$ cat src/rtl/or_div_8x4_if.sv
// Request/result bundle for the 8/4 restoring divider.
// The master drives start and the operands; the slave (the divider) returns status and results.
interface or_div_8x4_if;
    logic       start;
    logic [7:0] a;
    logic [3:0] b;
    logic       busy;
    logic       done;
    logic [7:0] Y;
    logic [3:0] R;
    logic       div_by_zero;

    modport master (
        output start, a, b,
        input  busy, done, Y, R, div_by_zero
    );

    modport slave (
        input  start, a, b,
        output busy, done, Y, R, div_by_zero
    );
endinterface

$ cat src/rtl/or_div_8x4.sv
// Iterative radix-2 restoring divider, 8-bit dividend / 4-bit divisor, one quotient bit per clock.
// Optional macro OR_DIV_REM_EN: when defined, R carries the remainder; otherwise R is tied to zero.
//
// state | meaning
// IDLE  | waiting for start; completes divide-by-zero requests in place
// RUN   | shifting in dividend bits, MSB first, one quotient bit per cycle
module or_div_8x4 (
    input  logic           clk,
    input  logic           rst_n,
    or_div_8x4_if.slave    div_if
);

    typedef enum logic {IDLE, RUN} state_t;

    state_t     state_q, state_d;
    logic [7:0] a_q, a_d;
    logic [3:0] b_q, b_d;
    logic [4:0] p_q, p_d;
    logic [7:0] q_q, q_d;
    logic [2:0] cnt_q, cnt_d;
    logic [7:0] y_q, y_d;
    logic       dbz_q, dbz_d;
    logic       done_q, done_d;
`ifdef OR_DIV_REM_EN
    logic [3:0] r_q, r_d;
`endif

    logic [4:0] p_shift;
    logic [4:0] p_sub;
    logic       fits;

    // P stays below b_lat after each step, so the shifted value always fits in 5 bits.
    always_comb begin
        p_shift = {p_q[3:0], a_q[cnt_q]};
        fits    = (p_shift >= {1'b0, b_q});
        p_sub   = p_shift - {1'b0, b_q};
    end

    always_comb begin
        state_d = state_q;
        a_d     = a_q;
        b_d     = b_q;
        p_d     = p_q;
        q_d     = q_q;
        cnt_d   = cnt_q;
        y_d     = y_q;
        dbz_d   = dbz_q;
        done_d  = 1'b0;
`ifdef OR_DIV_REM_EN
        r_d     = r_q;
`endif
        case (state_q)
            IDLE: begin
                if (div_if.start) begin
                    a_d   = div_if.a;
                    b_d   = div_if.b;
                    p_d   = 5'd0;
                    q_d   = 8'd0;
                    cnt_d = 3'd0;
                    if (div_if.b == 4'd0) begin
                        y_d    = 8'hFF;
                        dbz_d  = 1'b1;
                        done_d = 1'b1;
`ifdef OR_DIV_REM_EN
                        r_d    = 4'hF;
`endif
                    end else begin
                        state_d = RUN;
                        cnt_d   = 3'd7;
                    end
                end
            end
            RUN: begin
                if (fits) begin
                    p_d        = p_sub;
                    q_d[cnt_q] = 1'b1;
                end else begin
                    p_d        = p_shift;
                    q_d[cnt_q] = 1'b0;
                end
                if (cnt_q == 3'd0) begin
                    y_d     = q_d;
                    dbz_d   = 1'b0;
                    done_d  = 1'b1;
                    state_d = IDLE;
`ifdef OR_DIV_REM_EN
                    r_d     = p_d[3:0];
`endif
                end else begin
                    cnt_d = cnt_q - 3'd1;
                end
            end
            default: state_d = IDLE;
        endcase
    end

    always_ff @(posedge clk or negedge rst_n) begin
        if (!rst_n) begin
            state_q <= IDLE;
            a_q     <= 8'd0;
            b_q     <= 4'd0;
            p_q     <= 5'd0;
            q_q     <= 8'd0;
            cnt_q   <= 3'd0;
            y_q     <= 8'd0;
            dbz_q   <= 1'b0;
            done_q  <= 1'b0;
        end else begin
            state_q <= state_d;
            a_q     <= a_d;
            b_q     <= b_d;
            p_q     <= p_d;
            q_q     <= q_d;
            cnt_q   <= cnt_d;
            y_q     <= y_d;
            dbz_q   <= dbz_d;
            done_q  <= done_d;
        end
    end

`ifdef OR_DIV_REM_EN
    always_ff @(posedge clk or negedge rst_n) begin
        if (!rst_n) begin
            r_q <= 4'd0;
        end else begin
            r_q <= r_d;
        end
    end

    assign div_if.R = r_q;
`else
    assign div_if.R = 4'h0;
`endif

    assign div_if.busy        = (state_q == RUN);
    assign div_if.done        = done_q;
    assign div_if.Y           = y_q;
    assign div_if.div_by_zero = dbz_q;

endmodule

$ cat src/flat_wrapper.sv
// flat-port wrapper written by rule: the top's interface ports become plain ports
module or_div_8x4_flat 
  (clk, rst_n, div_if_start, div_if_a, div_if_b, div_if_busy, div_if_done, div_if_Y, div_if_R, div_if_div_by_zero);
  or_div_8x4_if div_if_i ();
  input  logic clk;
  input  logic rst_n;
  input wire logic [$bits(div_if_i.start)-1:0] div_if_start;
  input wire logic [$bits(div_if_i.a)-1:0] div_if_a;
  input wire logic [$bits(div_if_i.b)-1:0] div_if_b;
  output wire logic [$bits(div_if_i.busy)-1:0] div_if_busy;
  output wire logic [$bits(div_if_i.done)-1:0] div_if_done;
  output wire logic [$bits(div_if_i.Y)-1:0] div_if_Y;
  output wire logic [$bits(div_if_i.R)-1:0] div_if_R;
  output wire logic [$bits(div_if_i.div_by_zero)-1:0] div_if_div_by_zero;
  assign div_if_i.start = div_if_start;
  assign div_if_i.a = div_if_a;
  assign div_if_i.b = div_if_b;
  assign div_if_busy = div_if_i.busy;
  assign div_if_done = div_if_i.done;
  assign div_if_Y = div_if_i.Y;
  assign div_if_R = div_if_i.R;
  assign div_if_div_by_zero = div_if_i.div_by_zero;
  or_div_8x4 u_core (.clk(clk), .rst_n(rst_n), .div_if(div_if_i));
endmodule
$ cat config.mk
export PLATFORM = sky130hd
export DESIGN_NAME = or_div_8x4_flat
export DESIGN_NICKNAME = d
export VERILOG_FILES = /design/src/rtl/or_div_8x4_if.sv /design/src/rtl/or_div_8x4.sv /design/src/flat_wrapper.sv
export SDC_FILE = /design/constraint.sdc
export NUM_CORES = 1
export LEC_CHECK = 0
export ABC_AREA = 1
export CORE_MARGIN = 10
export CORE_UTILIZATION = 30
export CTS_CLUSTER_SIZE = 40
export DETAILED_ROUTE_END_ITERATION = 10
export PLACE_DENSITY = 0.51
export REMOVE_ABC_BUFFERS = 1
export SYNTH_ARGS = -nofsm -noshare
export SYNTH_HDL_FRONTEND = slang
export SYNTH_SLANG_ARGS = --single-unit
$ cat constraint.sdc
create_clock -name clk -period 2.9 [get_ports clk]
set_input_delay 0.58 -clock clk [delete_from_list [all_inputs] [get_ports clk]]
set_output_delay 0.58 -clock clk [all_outputs]
set_load 0.03 [all_outputs]
==> results of run 1 <==
[stage by stage]
step / instance area [sq um] / utilization [%] / power, mW / std cells / hold slack, ns
global placement: 2340 / 34.9 / 2.74 / 359 / 0.464
finish: 2440 / 36.3 / 3.12 / 367 / 0.379
floorplan: 1980 / - / 2.23 / 251 / 0.284
global route: 2440 / 36.3 / 3.44 / 367 / 0.467
detailed placement: 2340 / 34.9 / 2.76 / 359 / 0.468
CTS: 2440 / 36.3 / 3.16 / 367 / 0.417
[power groups by stage]
stage	Clock, mW	Combinational [mW]	Sequential (mW)
after floorplan	0	1.11	1.12
after global placement	0	1.76	0.988
after detailed placement	0	1.77	0.991
after CTS	0.407	1.77	0.982
after global routing	0.422	2.00	1.02
final	0.386	1.75	0.983
[routing by layer]
layer	global-route usage [%]	wire length (um)	vias up
met1	11.9	2270	755
met5	0	0	-
met2	15.4	2130	27
met3	2.21	200	5
li1	-	-	871
met4	3.21	63	0
[layout by cell type (no fill, tap or decap)]
cell	count
nor2_1	11
nor3_4	1
nand2_1	88
xnor2_1	2
buf_4	3
clkinv_2	1
nor2_2	1
or2_1	1
ha_1	6
nand3_1	13
nor3_1	2
nand3b_1	1
nand2_2	9
a21oi_1	17
clkbuf_8	6
conb_1	4
clkdlybuf4s50_1	24
dfrtp_1	38
buf_2	1
inv_2	5
o21ai_0	13
nor2_4	1
inv_1	22
or2_2	1
clkinvlp_4	1
fa_1	1
a21boi_0	1
a21oi_2	2
nand4_1	8
o21ai_1	3
[final timing paths]
| check | start | end | slack (ns) | cells after the start |
|---|---|---|---|---|
| setup reg to reg | u_core.cnt_q[2]$_DFFE_PN0P_ | u_core.p_q[2]$_DFFE_PN0P_ | 0.57 | 13 |
| hold reg to reg | u_core.div_if.Y[0]$_DFFE_PN0P_ | u_core.div_if.Y[0]$_DFFE_PN0P_ | 0.48 | 2 |
| hold / removal | rst_n | u_core.div_if.Y[3]$_DFFE_PN0P_ | 0.38 | 1 |
| min in group clk | u_core.div_if.Y[0]$_DFFE_PN0P_ | u_core.div_if.Y[0]$_DFFE_PN0P_ | 0.48 | 2 |
| max in group asynchronous | rst_n | u_core.div_if.div_by_zero$_DFFE_PN0P_ | 1.98 | 1 |
| setup / recovery | u_core.cnt_q[2]$_DFFE_PN0P_ | u_core.p_q[2]$_DFFE_PN0P_ | 0.57 | 13 |
[worst reg2reg max path, delay by kind of cell, from the launching register on]
kind                       cells  cell delay (ns)
AOI/OAI and AO/OA              1             0.06
buffers and inverters          3             0.32
and+or+nand+nor                6             0.53
DFF                            1             0.57
xor gates and xnor gates       1             0.16
adders and majority gates      2             0.60
[area by class of cell]
cell class              instances  share of cell area (%)
clock inverters                 2                   0.513
well taps                      80                    4.10
inverters                      27                    4.15
repair buffers                 28                    11.0
clock buffers                   6                    3.38
multi-input cells             186                    37.9
flip-flops and latches         38                    39.0
[logic make-up after synthesis]
logic type	Yosys count	share of synthesized area (%)
other cells	1	0.183
buf+inv	40	9.20
xor+xnor	2	0.853
simple gates	137	29.6
flops	38	46.3
fa+ha+maj	7	4.63
compound gates	36	9.26
[state kept, by name, indices dropped and copies added (netlist names)]
signal / flops
u_core.div_if.Y: 8
u_core.div_if.busy: 1
u_core.b_q: 4
u_core.q_q: 8
u_core.a_q: 8
u_core.p_q: 4
u_core.div_if.done: 1
u_core.div_if.div_by_zero: 1
u_core.cnt_q: 3
[synth_stat cells, drive strengths merged]
master,n
nor2,13
clkbuf,2
dfrtp,38
fa,1
ha,6
o21ai,16
nand4,8
buf,11
nand3,13
a21boi,1
nor3,3
nand3b,1
inv,27
xnor2,2
or2,2
a21oi,19
conb,1
nand2,97
==> results.sh, run 1 <==
export IMPL_outcome="completed"
export IMPL_n_antenna_cell=0
export IMPL_crit_type="reg2reg"
export IMPL_drc=0
export IMPL_syn_area_sq_um=2050
export IMPL_fill_cells=707
export IMPL_p_comb_share_pct=56.1
export IMPL_pin_count=30
export IMPL_min_path_type="in2async"
export IMPL_crit_chain="inv_2 -> nand4_1 -> nand2_1 -> nor2_1 -> nand2_1 -> inv_1 -> ha_1 -> inv_1 -> fa_1 -> xnor2_1 -> nand2_1 -> nand2_1 -> o21ai_1"
export IMPL_io_buffers=25
export IMPL_startpoint_type="flip-flop"
export IMPL_rsz0062_at_grt="no"
export IMPL_hold_viol=0
export IMPL_clk_latency_ns=0.29
export IMPL_cp_required_ns=3.08
export IMPL_final_nets=308
export IMPL_period_share_pct=80.5
export IMPL_slowest_delay_ns=0.57
export IMPL_synth_distinct_cells=28
export IMPL_fin_ws_ns=0.566
export IMPL_tns_ns=0
export IMPL_multiInputGateArea_sq_um=925
export IMPL_drive_gt1_share_pct=11.1
export IMPL_num_rows=30
export IMPL_max_freq_ghz=0.429
export IMPL_finalWirelength_um=4670
export IMPL_synth_warnings=0
export IMPL_wire_per_inst_um=12.7
export IMPL_worstPathBufferInverterCount=3
export IMPL_vias=1658
export IMPL_period_needed_ns=2.33
export IMPL_netlist_instances=261
export IMPL_dp_slack_ns=0.598
export IMPL_dr_pass1_iters=4
export IMPL_dr_first_iter_drc_count=47
export IMPL_htree_num_levels=2
export IMPL_cp_slowest_cell="dfrtp_1"
export IMPL_grt_pass1_vias=1682
export IMPL_postRouteAntennaNets=0
export IMPL_coreArea_sq_um=6720
export IMPL_cts_tree="done"
export IMPL_p_sw_share_pct=47.5
export IMPL_grt_antenna_before_repair=0
export IMPL_die_w_um=103
export IMPL_ys_seq_area_share_pct=46.3
export IMPL_finalSetupViolations=0
export IMPL_crit_fanout=11
export IMPL_tightest_slew_ns=0.840
export IMPL_hold_buffers=0
export IMPL_path_delay_family="adder cells"
export IMPL_final_seq_area_sq_um=951
export IMPL_power_leakage_nw=1.23
export IMPL_post_cts_resized=0
export IMPL_die_area_sq_um=10600
export IMPL_power_frac_clock_pct=12.4
export IMPL_post_cts_setup_buffers=0
export IMPL_maxCapViolations=0
export IMPL_grt_total_usage_pct=9.40
export IMPL_cts_max_path_buffers=2
export IMPL_synthTopCellsByArea="dfrtp_1, nand2_1, a21oi_1"
export IMPL_slew_headroom_pct=44.0
export IMPL_switchingPower_mw=1.48
export IMPL_hpwl_um=3490
export IMPL_grt_pass1_wl_um=7940
export IMPL_area_growth_pct=18.8
export IMPL_arrival_ns=2.51
export IMPL_initial_utilization_pct=30.6
export IMPL_max_vdd_ir_drop_mv=0.270
export IMPL_synth_largest_area_cell="dfrtp_1"
export IMPL_path_common_cell="nand2_1"
export IMPL_root_buffer="clkbuf_8"
export IMPL_clk_pin_slew_ns=0.08
export IMPL_power_density_nw_per_um2=1280
export IMPL_drv_slew=0
export IMPL_internal_power_mw=1.64
export IMPL_finClkSkew_ns=0.00858
export IMPL_grt_max_degree=39
export IMPL_cts_sinks=38
export IMPL_synth_avg_cell_area_sq_um=7.87
export IMPL_viasPerCell=4.52
export IMPL_end_kind="flip-flop"
export IMPL_grt_overflow=0
export IMPL_cts_made_buffers=5
export IMPL_yosysTopAreaCellShare_pct=46.3
export IMPL_ys_ff_latch=38
export IMPL_globalplace_congestion=0.801
export IMPL_die_height_um=103
export IMPL_seqPwrFrac_pct=31.5
Note: power is estimated with default switching activity, not from simulation.
==> run 2, diff against run 1 <==
--- a/config.mk
+++ b/config.mk
@@ -10,7 +10,7 @@
 export CORE_UTILIZATION = 30
 export CTS_CLUSTER_SIZE = 40
 export DETAILED_ROUTE_END_ITERATION = 10
-export PLACE_DENSITY = 0.51
+export PLACE_DENSITY = 0.53
 export REMOVE_ABC_BUFFERS = 1
 export SYNTH_ARGS = -nofsm -noshare
 export SYNTH_HDL_FRONTEND = slang
==> constraint.sdc (replaced) <==
create_clock -name clk -period 2 [get_ports clk]
set_input_delay 0.4 -clock clk [delete_from_list [all_inputs] [get_ports clk]]
set_output_delay 0.4 -clock clk [all_outputs]
set_load 0.03 [all_outputs]
==> run 2 against run 1 <==
Effect of this change: design area grew 11%; clock power grew 46%; critical path depth grew 3; combinational power grew 90%; sequential share of layout area shrank 3.7 points; die area is the same; utilization grew 4.0 points; setup slack lost 0.51 ns; sequential cell count is the same; highest routed layer unchanged; final cell count grew 5.2%; register-to-register slack lost 0.51 ns; global-route usage is essentially flat.
==> results.sh, run 2 (synthesis gave the netlist of run 1 again) <==
export IMPL_outcome="completed"
export IMPL_r2r_end="u_core.q_q[5]$_DFFE_PN0P_"
export IMPL_reg2reg_depth=16
export IMPL_die_area_sq_um=10600
export IMPL_mostFrequentLayoutCell="nand2_1"
export IMPL_globalplace_congestion=0.800
export IMPL_power_leakage_nw=1.35
export IMPL_crit_type="reg2reg"
export IMPL_die_w_um=103
export IMPL_grt_pass1_wl_um=7890
export IMPL_rsz0062_at_grt="yes"
export IMPL_hold_viol=0
export IMPL_final_cell_count_no_fill=386
export IMPL_cts_made_buffers=5
export IMPL_finClkSkew_ns=0.00677
export IMPL_endpoint="u_core.q_q[5]$_DFFE_PN0P_"
export IMPL_drc=0
export IMPL_min_path_type="in2async"
export IMPL_pin_count=30
export IMPL_crit_start="u_core.cnt_q[2]$_DFFE_PN0P_"
export IMPL_tightest_slew_ns=0.770
export IMPL_die_height_um=103
export IMPL_power_density_nw_per_um2=1960
export IMPL_end_kind="flip-flop"
export IMPL_cts_sinks=38
export IMPL_slew_headroom_pct=48.5
export IMPL_root_buffer="clkbuf_8"
export IMPL_grt_antenna_before_repair=0
export IMPL_max_freq_ghz=0.513
export IMPL_period_share_pct=97.4
export IMPL_hpwl_um=3400
export IMPL_holdWs_ns=0.148
export IMPL_finalWirelength_um=4720
export IMPL_clk_latency_ns=0.29
export IMPL_viasPerCell=4.58
export IMPL_area_growth_pct=31.9
export IMPL_drv_slew=0
export IMPL_cts_tree="done"
export IMPL_grt_total_usage_pct=9.42
export IMPL_max_vdd_ir_drop_mv=0.618
export IMPL_dr_first_iter_drc_count=80
export IMPL_drive_gt1_share_pct=25.2
export IMPL_grt_use_met3_pct=2.35
export IMPL_startpoint_type="flip-flop"
export IMPL_cts_max_path_buffers=2
export IMPL_finalSetupViolations=0
export IMPL_io_buffers=25
export IMPL_r2r_start="u_core.cnt_q[2]$_DFFE_PN0P_"
export IMPL_vias=1767
export IMPL_arrival_ns=2.17
export IMPL_dp_slack_ns=-0.0766
export IMPL_r2r_slack_ns=0.05
export IMPL_htree_num_levels=2
export IMPL_grt_overflow=0
export IMPL_fill_cells=693
export IMPL_cp_required_ns=2.22
export IMPL_tns_ns=0
export IMPL_top_usage_layer="met2"
export IMPL_place_inst=369
export IMPL_crit_fanout=6
export IMPL_grt_max_degree=39
export IMPL_grt_met2_usage_pct=15.1
export IMPL_postRouteAntennaNets=0
export IMPL_wire_per_inst_um=12.2
export IMPL_clk_pin_slew_ns=0.08
export IMPL_final_nets=327
export IMPL_grt_pass1_vias=1686
export IMPL_fin_ws_ns=0.0522
export IMPL_grtUsageMet1_pct=11.9
export IMPL_num_rows=30
export IMPL_mostFrequentLayoutCells="nand2_1, dfrtp_1, clkdlybuf4s50_1"
export IMPL_n_antenna_cell=0
export IMPL_period_needed_ns=1.95
export IMPL_coreArea_sq_um=6720
export IMPL_initial_utilization_pct=30.6
export IMPL_maxCapViolations=0
export IMPL_utilization_pct=40.3
export IMPL_hold_buffers=0
export IMPL_dr_pass1_iters=4
==> run 2: cell types whose count changed in the layout (fill, tap and decap cells not counted), sizes merged <==
| cell | delta |
|---|---|
| clkbuf | +1 |
| nand2 | +1 |
| buf | +17 |
==> run 2: area by class of cell <==
type | count | area (sq um) | share of cell area, %
tap | 80 | 100 | 3.70
multi-input combinational | 187 | 1040 | 38.5
clock buffer | 6 | 82.6 | 3.05
inverter | 27 | 104 | 3.84
timing repair buffer | 46 | 410 | 15.2
sequential | 38 | 955 | 35.3
clock inverter | 2 | 12.5 | 0.462
==> run 2: timing repair <==
item,in CTS,in global routing
setup buffers,6,2
gates cloned,0,1
resized for setup,6,34
endpoints found under the setup margin,9,20
pin swaps,8,17
==> run 2: worst max-delay path, cell delays in order (launching register included) <==
cell and delay, ns:
dfrtp_2 0.45, inv_2 0.10, nand4_1 0.08, nand2_1 0.09, nor2_2 0.05, nand2_1 0.07
inv_2 0.04, ha_4 0.26, inv_2 0.03, nand2_2 0.05, nand2_2 0.05, nand2_2 0.09
nand2_4 0.10, nand2_8 0.13, nand2_4 0.07, buf_6 0.11, a21oi_2 0.12
==> run 2: layer usage <==
layer | part of all wire, % | vias up
met5 | 0 | -
met4 | 2.0 | 0
met3 | 4.2 | 9
met2 | 47 | 29
met1 | 47 | 816
li1 | - | 913
==> run 2: how the worst min path moves through the flow <==
stage | from | end | slack, ns | cells past startpoint
after floorplan | rst_n | u_core.a_q[0]$_DFFE_PN0P_ | 0.10 | 0
after global placement | u_core.a_q[6]$_DFFE_PN0P_ | u_core.a_q[6]$_DFFE_PN0P_ | 0.46 | 2
after detailed placement | u_core.a_q[6]$_DFFE_PN0P_ | u_core.a_q[6]$_DFFE_PN0P_ | 0.46 | 2
after CTS | rst_n | u_core.div_if.Y[3]$_DFFE_PN0P_ | 0.17 | 2
after global routing | rst_n | u_core.div_if.Y[5]$_DFFE_PN0P_ | 0.20 | 2
final | rst_n | u_core.div_if.done$_DFF_PN0_ | 0.15 | 2
==> run 2: stage by stage <==
| step | power, mW | area (sq um) |
|---|---|---|
| after floorplan | 3.24 | 1980 |
| after global placement | 4.12 | 2420 |
| after detailed placement | 4.15 | 2420 |
| after CTS | 4.89 | 2570 |
| after global routing | 5.82 | 2710 |
| final | 5.29 | 2710 |
==> run 2: power breakdown <==
| group | switching, mW | internal (mW) | total (mW) |
|---|---|---|---|
| sequential | 0.239 | 1.16 | 1.40 |
| combinational | 1.94 | 1.39 | 3.33 |
| clock | 0.286 | 0.277 | 0.563 |
| total | 2.47 | 2.83 | 5.29 |
==> RTL change 1 (settings of run 1) <==
Build with the macro `OR_DIV_REM_EN` defined.
--- a/src/rtl/or_div_8x4.sv
+++ b/src/rtl/or_div_8x4.sv
@@ -6,2 +6,4 @@
 // RUN   | shifting in dividend bits, MSB first, one quotient bit per cycle
+`define OR_DIV_REM_EN
+
 module or_div_8x4 (
Formal check against the unedited RTL: not equivalent (a bounded check fails within 4 cycles, from zero or initial values and one cycle with rst_n low).
==> RTL change 1 against run 1 <==
Cell area up 4.6%; area after synthesis rose by 1.7%; clock skew increased by 0.0017 ns; synthesized cell count down 3.8%; routed wire length grew 1.5%; critical path depth grew 1; first-iteration DRC count rose by 4.3%; sequential cell count rose by 4; worst setup slack got worse by 0.17 ns; core utilization up 1.2 points; critical path type unchanged; power grew 4.1%; sequential power increased by 12%.
==> RTL change 1: results (changes against run 1) <==
stage;metric;value;unit;change
place;placed insts;371;;was 359
global_route;vias in the first global route;1553;;was 1,682
routing;drt total wl;4.74;mm;was 4.67 mm
routing;DR iter-0 viols;49;;was 47
pwr;leak pwr;1.23;nW;about the same
global_route;largest net degree at the start of global routing;43;;was 39
pwr;VDD IR max;0.310;mV;was 0.270 mV
place;Port Buffers;29;;was 25
sta;Slew HR;37.6;%;was 44.0%
place;DP HPWL;3.50;mm;was 3.49 mm
sta;skew final;0.0103;ns;was 0.00858 ns
logic_synthesis;Yosys cell types;27;;was 28
routing;via count;1660;;was 1,658
global_route;first-pass GRT wire length;7.92;mm;was 7.94 mm
cts;# Post-CTS Setup Buffers;0;;unchanged
place;GP Congestion;0.810;;was 0.801
logic_synthesis;register area share after synthesis;50.3;%;was 46.3%
status;status;finished, final reports clean;;unchanged
routing;wire per inst;12.5;um;was 12.7 um
logic_synthesis;Area contributors post-synth;dfrtp_1, nand2_1, o21ai_0, ha_1, inv_1;;was dfrtp_1, nand2_1, a21oi_1, inv_1, ha_1
layout;layout cell share with drive strength beyond 1;8.48;%;was 11.1%
layout;Layout Nets;304;;was 308
logic_synthesis;Post-synth top cells;nand2_1, dfrtp_1, o21ai_0;;was nand2_1, dfrtp_1, inv_1
place;Post-DP Area;0.00246;mm2;was 0.00234 mm2
global_route;Tot GR Track Use;9.48;%;was 9.40%
logic_synthesis;Post-Syn Instances;251;;was 261
layout;Filler cells;718;;was 707
-- RTL change 1: worst max-delay path, stage by stage, from the launching register on --
cell and delay, ns:
dfrtp_1 0.51, nor2_1 0.32, nand3_1 0.11, nand2_1 0.08
nor2_1 0.05, nand2_1 0.07, inv_1 0.05, ha_1 0.29
nand2_1 0.06, o21ai_2 0.16, inv_1 0.06, nand2_2 0.14
inv_1 0.14, o21ai_0 0.22, nor2b_1 0.17
-- RTL change 1: per-layer routing --
metal	vias to the layer above	track usage [%]	wire length (um)
met5	-	0	0
met4	0	3.21	66
met3	7	2.66	253
met2	30	14.8	2230
met1	766	12.3	2190
li1	857	-	-
-- RTL change 1: final cells by class --
type                    instances  area [um2]  area share [%]
inverters                      23        88.8            3.48
clock inverters                 3        21.3           0.834
repair buffers                 31         300            11.8
well taps                      96         120            4.71
clock buffers                   5        68.8            2.70
multi-input cells             179         900            35.3
flip-flops and latches         42        1050            41.2
-- RTL change 1: worst paths after layout --
kind                       depth (start not counted)  slack (ns)             from                 end
min in group clk                                   2        0.47    u_core.a_q[2]       u_core.a_q[2]
max in group asynchronous                          1        1.85            rst_n     u_core.cnt_q[2]
hold reg to reg                                    2        0.47    u_core.a_q[2]       u_core.a_q[2]
setup reg to reg                                  14        0.39  u_core.cnt_q[1]       u_core.q_q[1]
setup / recovery                                  14        0.39  u_core.cnt_q[1]       u_core.q_q[1]
hold / removal                                     1        0.41            rst_n  u_core.div_if.done
-- RTL change 1: cell families after synthesis --
group | count (synthesis) | synth area share (%)
simple gates | 128 | 26.5
buf+inv | 30 | 6.59
fa+ha+maj | 7 | 4.55
compound gates | 38 | 9.29
flops | 42 | 50.3
mux | 4 | 1.92
xor+xnor | 2 | 0.839
-- RTL change 1: power breakdown --
group          leakage (nW)  internal, mW  total [mW]  switching (mW)
clock                0.0441         0.169       0.383           0.214
sequential            0.509         0.875        1.10           0.222
combinational         0.680         0.679        1.76            1.09
-- RTL change 1: stage by stage --
stage	hold slack, ns	setup slack [ns]
finish	0.414	0.394
global route	0.493	0.0855
CTS	0.464	0.281
detailed placement	0.463	0.295
global placement	0.462	0.437
floorplan	0.284	0.713
==> RTL change 2 (flow settings as in run 1) <==
Made on the original files. `q_q` no longer has a reset.
--- a/src/rtl/or_div_8x4.sv
+++ b/src/rtl/or_div_8x4.sv
@@ -102,3 +102,2 @@
             p_q     <= 5'd0;
-            q_q     <= 8'd0;
             cnt_q   <= 3'd0;
@@ -112,3 +111,2 @@
             p_q     <= p_d;
-            q_q     <= q_d;
             cnt_q   <= cnt_d;
@@ -118,2 +116,6 @@
         end
+    end
+
+    always_ff @(posedge clk) begin
+        q_q <= q_d;
     end
Formal check against the unedited RTL: same outputs for any inputs over 10 cycles, from zero or initial values and one cycle with rst_n low; that may be too few to reach the edited logic, so the function may still have changed.
==> RTL change 2 against run 1 <==
Clock power decreased by 9.3%; sequential cell count unchanged; cell area decreased by 2.1%; power decreased by 3.6%; worst setup slack improved by 0.052 ns; area after synthesis decreased by 2.0%; global-route usage decreased by 0.83 points; critical path type unchanged; largest power group unchanged; die area decreased by 1.6%; routed wire length decreased by 8.8%.
==> RTL change 2: results (changes against run 1) <==
stage;metric;value;unit;change
worst_hold_path;min-delay src;u_core.p_q[3];;
logic_synthesis;Yosys Warn Count;0;;unchanged
worst_setup_path;Worst R2R Path Depth;13;;unchanged
routing;via count;1509;;was 1,658
place;DP HPWL;3.14;mm;was 3.49 mm
global_route;initial antenna violation count;0;;unchanged
layout;layout cell share with drive strength beyond 1;9.96;%;was 11.1%
pwr;VDD IR max;0.440;mV;was 0.270 mV
cts;CTS buffer count;5;;unchanged
logic_synthesis;Main synth FF type;dfrtp_1;;unchanged
worst_setup_path;worst path arrival time;2.33;ns;was 2.51 ns
logic_synthesis;register area share after synthesis;49.2;%;was 46.3%
place;placed insts;320;;was 359
worst_setup_path;r2r startpoint;u_core.cnt_q[2];;unchanged
routing;DRT Pass-1 Iters;5;;was 4
logic_synthesis;asr flop ratio synth;78.9;%;was 100%
global_route;first-pass GRT wire length;7.18;mm;was 7.94 mm
place;GP Congestion;0.838;;was 0.801
sta;skew final;0.00840;ns;was 0.00858 ns
logic_synthesis;Yosys cell types;27;;was 28
global_route;Tot GR Track Use;8.56;%;was 9.40%
global_route;largest net degree at the start of global routing;31;;was 39
cts;H-Tree Depth;2;;unchanged
layout;Filler cells;663;;was 707
routing;routed vias/inst;4.60;;was 4.52
routing;wire per inst;13.0;um;was 12.7 um
cts;clock root buffer master;clkbuf_8;;unchanged
logic_synthesis;Area contributors post-synth;dfrtp_1, edfxtp_1, nand2_1, nor2_1, mux2_2;;was dfrtp_1, nand2_1, a21oi_1, inv_1, ha_1
logic_synthesis;Post-synth top cells;nand2_1, dfrtp_1, nor2_1;;was nand2_1, dfrtp_1, inv_1
worst_hold_path;Hold Path Depth;2;;
cts;clock tree buffer depth;2;;unchanged
worst_setup_path;worst reg2reg endpoint;u_core.q_q[0];;was u_core.p_q[2]
logic_synthesis;Post-synth EDFFs;8;;was 0
logic_synthesis;Avg Cell Area, Syn;9.03;um2;was 7.87 um2
worst_setup_path;CP max FO;11;;unchanged
cts;# Post-CTS Setup Buffers;0;;unchanged
cts;clock slew at reported path FFs;0.08;ns;about the same
worst_hold_path;HP Class;reg -> reg;;was in -> async
worst_setup_path;crit-path max cell delay;0.50;ns;was 0.57 ns
worst_setup_path;flop-to-flop setup slack;0.62;ns;was 0.57 ns
worst_setup_path;Critical-path top delay cell;dfrtp_1;;unchanged
status;status;finished, final reports clean;;unchanged
place;Post-DP Area;0.00231;mm2;was 0.00234 mm2
routing;DR iter-0 viols;88;;was 47
cts;Post-CTS Resized;0;;unchanged
place;Port Buffers;25;;unchanged
worst_setup_path;CP top delay family;simple AND/OR/NAND/NOR gates;;was adder cells
pwr;leak pwr;1.10;nW;was 1.23 nW
worst_hold_path;Hold EP;u_core.p_q[3];;
layout;Layout Nets;272;;was 308
layout;# diodes;0;;unchanged
cts;Worst-Skew Late Latency;0.29;ns;about the same
RTL change 2: cell type report:
cell class | instances | area (um2) | share of cell area (%)
inverter | 26 | 100 | 4.19
clock inverter | 2 | 8.76 | 0.366
clock buffer | 6 | 72.6 | 3.04
sequential | 38 | 991 | 41.5
multi-input combinational | 153 | 863 | 36.1
tap | 77 | 96.3 | 4.03
timing repair buffer | 26 | 258 | 10.8
RTL change 2: worst max-delay path by stage:
stage                         start             to  slack, ns  cells after the start
finish              u_core.cnt_q[2]  u_core.q_q[0]       0.62                     13
floorplan           u_core.cnt_q[2]  u_core.p_q[2]       0.95                     13
global placement    u_core.cnt_q[2]  u_core.q_q[0]       0.64                     13
detailed placement  u_core.cnt_q[2]  u_core.q_q[0]       0.63                     13
global route        u_core.cnt_q[2]  u_core.q_q[0]       0.30                     13
CTS                 u_core.cnt_q[2]  u_core.q_q[0]       0.63                     13
RTL change 2: logic make-up (layout without fill, tap and decap cells):
family,after synthesis,after routing,synth area share [%]
mux,8,8,4.48
flops,38,38,49.2
fa+ha+maj,7,7,4.72
xor+xnor,2,2,0.870
buf+inv,35,60,8.45
other cells,1,4,0.186
simple gates,106,106,24.9
compound gates,26,26,7.21
RTL change 2: where the power goes:
part | internal [mW] | leakage [nW] | switching [mW]
Clock | 0.165 | 0.0426 | 0.184
Combinational | 0.618 | 0.621 | 1.00
Sequential | 0.835 | 0.441 | 0.199
Total | 1.62 | 1.10 | 1.38
RTL change 2: stage by stage:
stage | setup WS [ns] | hold WS (ns)
floorplan | 0.953 | 0.284
global placement | 0.639 | 0.468
detailed placement | 0.627 | 0.478
CTS | 0.626 | 0.496
global route | 0.297 | 0.508
finish | 0.618 | 0.491
RTL change 2: layer usage:
layer	global-route usage [%]	vias to the layer above	wire length [um]
met1	11.2	693	2040
met3	2.77	5	308
li1	-	771	-
met2	13.0	40	1850
met5	0	-	0
met4	3.04	0	55
RTL change 2: worst reg2reg max path, cell delays in order, from the launching register on:
cell and delay, ns:
dfrtp_1 0.50, nor2_1 0.33, nand3_1 0.11, nand2_1 0.10
nor2_1 0.05, nand2_1 0.05, inv_1 0.04, ha_1 0.30
nand2_1 0.08, o21ai_2 0.07, inv_2 0.15, nand3b_1 0.10
nand2_1 0.12, nor2_1 0.05
